File: config.mk
export PLATFORM = sky130hd
export DESIGN_NAME = if_stage
export DESIGN_NICKNAME = d
export VERILOG_FILES = /design/src/rtl/if_stage.sv
export SDC_FILE = /design/constraint.sdc
export NUM_CORES = 1
export LEC_CHECK = 0
export CAP_MARGIN = 20
export CORE_UTILIZATION = 30
export DETAILED_ROUTE_END_ITERATION = 6
export GPL_ROUTABILITY_DRIVEN = 0
export PLACE_DENSITY = 0.67
export SETUP_SLACK_MARGIN = 0.5
export SYNTH_ARGS = -nofsm -noshare
export SYNTH_HDL_FRONTEND = slang
export SYNTH_SLANG_ARGS = --single-unit
export TNS_END_PERCENT = 1
File: constraint.sdc
create_clock -name clk -period 5.86 [get_ports clk]
set_input_delay 1.465 -clock clk [delete_from_list [all_inputs] [get_ports clk]]
set_output_delay 1.465 -clock clk [all_outputs]
set_load 0.1 [all_outputs]
File: src/rtl/if_stage.sv
// rtl/if_stage.sv - MIPS instruction-fetch stage: PC, IF/ID register, BOOT/RUN/HALT control
// Optional fetch/stall statistics counters enabled by defining IF_STAT_EN.
module if_stage #(
    parameter logic [31:0] RESET_PC  = 32'h0000_0000,
    parameter logic [31:0] HALT_WORD = 32'hFFFF_FFFF
) (
    input  logic        clk,
    input  logic        rst,
    input  logic        stall,
    input  logic        branch_taken,
    input  logic [31:0] branch_target,
    output logic [31:0] imem_addr,
    output logic        imem_en,
    input  logic [31:0] imem_rdata,
    output logic [31:0] ifid_pc4,
    output logic [31:0] ifid_instr,
    output logic        ifid_valid,
    output logic        halted
`ifdef IF_STAT_EN
    ,
    output logic [31:0] fetch_cnt,
    output logic [31:0] stall_cnt
`endif
);

    typedef enum logic [1:0] {
        ST_BOOT = 2'd0,
        ST_RUN  = 2'd1,
        ST_HALT = 2'd2
    } state_t;

    state_t      state;
    state_t      state_nxt;
    logic [31:0] pc;
    logic [31:0] pc_plus4;
    logic [31:0] target_aligned;
    logic [31:0] reset_pc_aligned;
    logic        hit_halt;
    logic        do_fetch;
    logic        unused_target_lsbs;

    assign pc_plus4           = pc + 32'd4;
    assign target_aligned     = {branch_target[31:2], 2'b00};
    assign reset_pc_aligned   = {RESET_PC[31:2], 2'b00};
    assign unused_target_lsbs = ^branch_target[1:0];
    assign hit_halt           = (imem_rdata == HALT_WORD);
    assign do_fetch           = (state == ST_RUN) && !branch_taken && !stall;

    always_ff @(posedge clk) begin
        if (rst) begin
            state <= ST_BOOT;
        end else begin
            state <= state_nxt;
        end
    end

    always_comb begin
        state_nxt = state;
        case (state)
            ST_BOOT: state_nxt = ST_RUN;
            ST_RUN: begin
                if (do_fetch && hit_halt) begin
                    state_nxt = ST_HALT;
                end
            end
            ST_HALT: begin
                if (branch_taken) begin
                    state_nxt = ST_RUN;
                end
            end
            default: state_nxt = ST_BOOT;
        endcase
    end

    // Memory-side outputs depend only on registered state and stall, never on imem_rdata.
    always_comb begin
        imem_addr = pc;
        imem_en   = (state == ST_RUN) && !stall;
        halted    = (state == ST_HALT);
    end

    always_ff @(posedge clk) begin
        if (rst) begin
            pc         <= reset_pc_aligned;
            ifid_pc4   <= 32'd0;
            ifid_instr <= 32'd0;
            ifid_valid <= 1'b0;
        end else begin
            case (state)
                ST_RUN: begin
                    if (branch_taken) begin
                        pc         <= target_aligned;
                        ifid_pc4   <= 32'd0;
                        ifid_instr <= 32'd0;
                        ifid_valid <= 1'b0;
                    end else if (!stall) begin
                        if (hit_halt) begin
                            // The halt word is never passed to decode; pc stays on it.
                            ifid_pc4   <= 32'd0;
                            ifid_instr <= 32'd0;
                            ifid_valid <= 1'b0;
                        end else begin
                            pc         <= pc_plus4;
                            ifid_pc4   <= pc_plus4;
                            ifid_instr <= imem_rdata;
                            ifid_valid <= 1'b1;
                        end
                    end
                end
                ST_HALT: begin
                    if (branch_taken) begin
                        pc <= target_aligned;
                    end
                    ifid_pc4   <= 32'd0;
                    ifid_instr <= 32'd0;
                    ifid_valid <= 1'b0;
                end
                default: begin
                    pc         <= reset_pc_aligned;
                    ifid_pc4   <= 32'd0;
                    ifid_instr <= 32'd0;
                    ifid_valid <= 1'b0;
                end
            endcase
        end
    end

`ifdef IF_STAT_EN
    always_ff @(posedge clk) begin
        if (rst) begin
            fetch_cnt <= 32'd0;
            stall_cnt <= 32'd0;
        end else begin
            if (do_fetch && !hit_halt) begin
                fetch_cnt <= fetch_cnt + 32'd1;
            end
            if ((state == ST_RUN) && stall && !branch_taken) begin
                stall_cnt <= stall_cnt + 32'd1;
            end
        end
    end
`endif

endmodule

Word-level counts from Yosys, hierarchy flattened
Cells that the tools add are included.
Word-level totals
  input bits: 68
  latch bits: 0
  register bits after elaboration: 99
  memories kept: 0
  ROM bits: 0
  bits in writable memories: 0
Operators by class
  add/subtract/negate cells: 1
  shift-type cells: 0
  bitwise gates (word level): 1
  multiply operators: 0
  divide/modulo/power cells: 0
  eq/ne operators: 7
  reductions and logical operators: 10
  $lt $le $gt $ge: 0
  mux-type cells: 11
Operators by type and width (number)
  $mux W32: 6
  $pmux W32 S2: 1
  $add A32 B3 Y32 const B: 1
  $eq A32 B32 Y1 const B: 1
  $ne A3 B3 Y1 const B: 2
  $pmux W2 S3: 1
  $logic_and A1 B1 Y1: 4
  $mux W2: 2
  $ne A2 B2 Y1 const B: 2
  $reduce_and A3 Y1: 1
  $reduce_or A3 Y1: 1
  $eq A2 B1 Y1 const B: 1
  $eq A2 B2 Y1 const B: 1
  $logic_not A1 Y1: 2
  $logic_not A2 Y1: 1
  $reduce_and A2 Y1: 1
  $mux W1: 1
  $not A1 Y1: 1

Logic depth before layout (Yosys ltp)
  depth after elaboration: 6
  mapped depth: 10

Least setup slack after synthesis
No wires, ideal clock.
  kind: input port to output port
  start point: in stall
  end point: out imem_en
  data required time: 4395 ps
  buffers on the path: 0
  data arrival time: 2800 ps
  stages: 1
  path slack: 1595 ps
  cell sequence: nor2b_1
Between the ends
  longest elaborated chain between the ends: 2
Ends and longest elaborated chain
  from (decl): RTL line 9  | input logic stall,
  $logic_not A1 Y1
  $logic_and A1 B1 Y1: RTL line 78  | imem_en = (state == ST_RUN) && !stall;
  to (decl): RTL line 13  | output logic imem_en,
Every way passes these cells.

Worst setup path after layout
Ends and elaborated chain as after synthesis.

==> impl_metrics.csv <==
group,metric,value,unit
pwr,switching_share,36.9,%
global_routing,met2_usage,30.8,%
finish,antennaDiodeCount,0,
pwr,p_per_area,312,nW/um^2
clock_tree,clock_sinks,96,
sta,worst_hold_slack,450,ps
yosys,yosysUniqueCellTypes,52,
detailed_routing,vias_per_cell,5.17,
pwr,switching_power,0.739,mW
pwr,ir_drop,151,uV
detailed_routing,detail-route-antenna-nets,0,
detailed_routing,drtIter0Drc,331,
global_routing,busiest_layer,"met2",
yosys,yosys-top-cells-count,"dfxtp_1 (96), nand2_1 (72), o21ai_0 (52), a22o_1 (50), nor2_1 (31)",
floorplanning,dieWidth,122,um
yosys,async_flop_share,0,%
detailed_routing,wl_per_cell,16.8,um
yosys,yosysMostFrequentCell,"dfxtp_1",
setup_path,r2r_start,"state[0]",
yosys,synth_seq_cells,96,
clock_tree,htreeDepth,3,
sta,slew_viol_final,0,
yosys,synth_top_cell_area_share,44.4,%
yosys,seq_area_frac_synth,44.4,%
global_routing,grt_start_max_net_pins,36,
detailed_routing,routed_wl,13900,um
pwr,finalPower,2.00,mW
global_routing,grt_use_met3,3.60,%
pwr,combPwrFrac,31.2,%
placement,place_area,6080,sq um
setup_path,critPathArrivalTime,2460,ps
yosys,synth_edf_count,0,
yosys,syn_inst,495,
setup_path,r2r_slack,3250,ps
detailed_routing,vias,4278,
clock_tree,cts_setup_buffers,0,
global_routing,grt_use_total,18.7,%
yosys,avgSynthCellArea,8.74,sq um
pwr,p_int,1.26,mW
sta,fin_tns_setup,0,ps
setup_path,worstReg2RegEnd,"imem_addr[29]",
clock_tree,cts_tree,"built",
clock_tree,root_buffer,"clkbuf_16",
floorplanning,start_util,30.9,%
clock_tree,clock_path_buffers,2,
sta,finalCritPeriodShare,66.9,%
clock_tree,cts_hold_buffers,0,
outcome,status,"completed",
yosys,mappedNetlistArea,4330,sq um
job,max_cap_violations,0,
clock_tree,clk-insertion-delay-late,350,ps
hold_path,min_from,"ifid_valid",
yosys,yosysWarnings,0,
detailed_routing,drc,0,
placement,dp_slack,1490,ps
setup_path,r2r_cells,8,
clock_tree,cts_buffers,9,
sta,slew_headroom,30.8,%
sta,fin_worst_skew,5.89,ps
sta,final_hold_viol_count,0,
yosys,synth_area_leaders,"dfxtp_1 (44%), a22o_1 (10%), nand2_1 (6.2%), o21ai_0 (6.0%), xnor2_1 (3.2%)",
pwr,p_clk_share,32.5,%
hold_path,min_path_cells,2,
detailed_routing,drt-pass1-iter-count,5,
floorplanning,num_rows,43,
sta,fin_crit,3920,ps
global_routing,grt.overflow.total,0,
setup_path,setup.worst_path.start_class,"input pin",
placement,place.port_buffers,162,
hold_path,worstHoldEndpoint,"ifid_valid",
setup_path,crit_type,"input pin to output pin",
floorplanning,pin_count,167,
floorplanning,chipHeight,122,um
global_routing,grt_pass1_vias,4045,
sta,timing.final.ws_setup,1940,ps
clock_tree,clk_pin_slew_worst_paths,60,ps
pwr,seq_power_share,36.3,%
yosys,synth_top_area_cell,"dfxtp_1",
finish,fin_area,6420,sq um
finish,num-nets-final,716,
floorplanning,die_area,14900,sq um
hold_path,hold_class,"flip-flop to flip-flop",
sta,max_freq,255,MHz
sta,tightest_slew,1040,ps
yosys,synthFlopType,"dfxtp_1",
finish,syn2layout_area_growth,48.4,%
sta,finalSetupViolations,0,
pwr,leakage,2.24,nW
finish,final_layout_size_suffix_gt1_share,5.10,%
floorplanning,core,14000,sq um
global_routing,antenna_found_initial,0,
clock_tree,cts_resized,0,
placement,hpwl,10200,um
global_routing,grtUsageMet1,24.0,%
setup_path,cp-end-kind,"output pin",
global_routing,grt_pass1_wl,21300,um
sta,rsz0062_at_grt,"no",
setup_path,required,4390,ps
setup_path,worstPathMaxFanout,6,
[layout make-up]
cell class / instances / area (sq um)
clock inverters: 4 / 76.3
fillers: 1319 / 7570
clock buffers: 12 / 256
flip-flops and latches: 96 / 1920
inverters: 7 / 26.3
repair buffers: 167 / 1660
well taps: 180 / 225
multi-input cells: 361 / 2260
[power by group through the flow]
stage	Sequential [mW]	Clock [mW]	Combinational, mW
after floorplan	0.930	0	0.244
after global placement	0.739	0	0.614
after detailed placement	0.741	0	0.624
after CTS	0.726	0.663	0.626
after global routing	0.733	0.689	0.662
final	0.727	0.650	0.625
[worst max-delay path, cell delays in order]
cell and delay, ps:
clkdlybuf4s50_1 520, nor2b_1 150, buf_4 310
[logic make-up (layout without fill, tap and decap cells)]
kind of cell | count (synthesis) | count (layout) | share of synthesized area [%]
AO/OA/AOI/OAI | 139 | 139 | 22.6
flip-flops | 96 | 96 | 44.4
other | 1 | 2 | 0.0867
buffers and inverters | 39 | 190 | 3.73
XOR/XNOR | 28 | 28 | 5.67
AND/OR/NAND/NOR | 185 | 185 | 21.6
adder cells (fa/ha/maj) | 6 | 6 | 1.74
multiplexers | 1 | 1 | 0.231
[metal layers]
layer  vias up  wire length, um
met5         -                0
met4         0              360
met3        25              721
met2       145             6600
met1      2027             6240
li1       2081                -
[flip-flops by register name, summed over array words and instances, names as in the netlist]
name,flops
ifid_pc4,31
ifid_instr,32
imem_addr,30
state,2
ifid_valid,1
[cells in the final DEF, fill, tap and decap left out, types with 3 or more instances in the layout]
cell type and n:
a21oi_1 9, nor2_1 31, o21ai_0 51, a22o_1 50
and4_1 4, dfxtp_1 96, clkdlybuf4s50_1 161, nand3_1 19
a221o_1 3, ha_1 6, and3_1 6, a22oi_1 3
xor2_1 12, nand2_1 72, and2_1 4, buf_4 6
o31ai_1 7, nand4_1 20, xnor2_1 16, clkbuf_16 9
nor2b_1 6, inv_1 7, nand2b_1 4
[how the worst max path moves through the flow]
stage                     slack (ps)  depth (start not counted)            end      startpoint
final                           1940                          3        imem_en           stall
after global routing            1830                          7  imem_addr[23]             rst
after CTS                       1860                          7  imem_addr[24]  imem_rdata[15]
after detailed placement        1490                          7  imem_addr[24]  imem_rdata[15]
after global placement          1590                          7  imem_addr[24]  imem_rdata[15]
after floorplan                 1590                          1        imem_en           stall
[per-stage QoR]
| stage | std cells | util (%) |
|---|---|---|
| floorplan | 496 | - |
| global placement | 810 | 43.5 |
| detailed placement | 810 | 43.5 |
| CTS | 826 | 45.8 |
| global route | 827 | 45.9 |
| finish | 827 | 45.9 |
(Power assumes the default switching activity.)
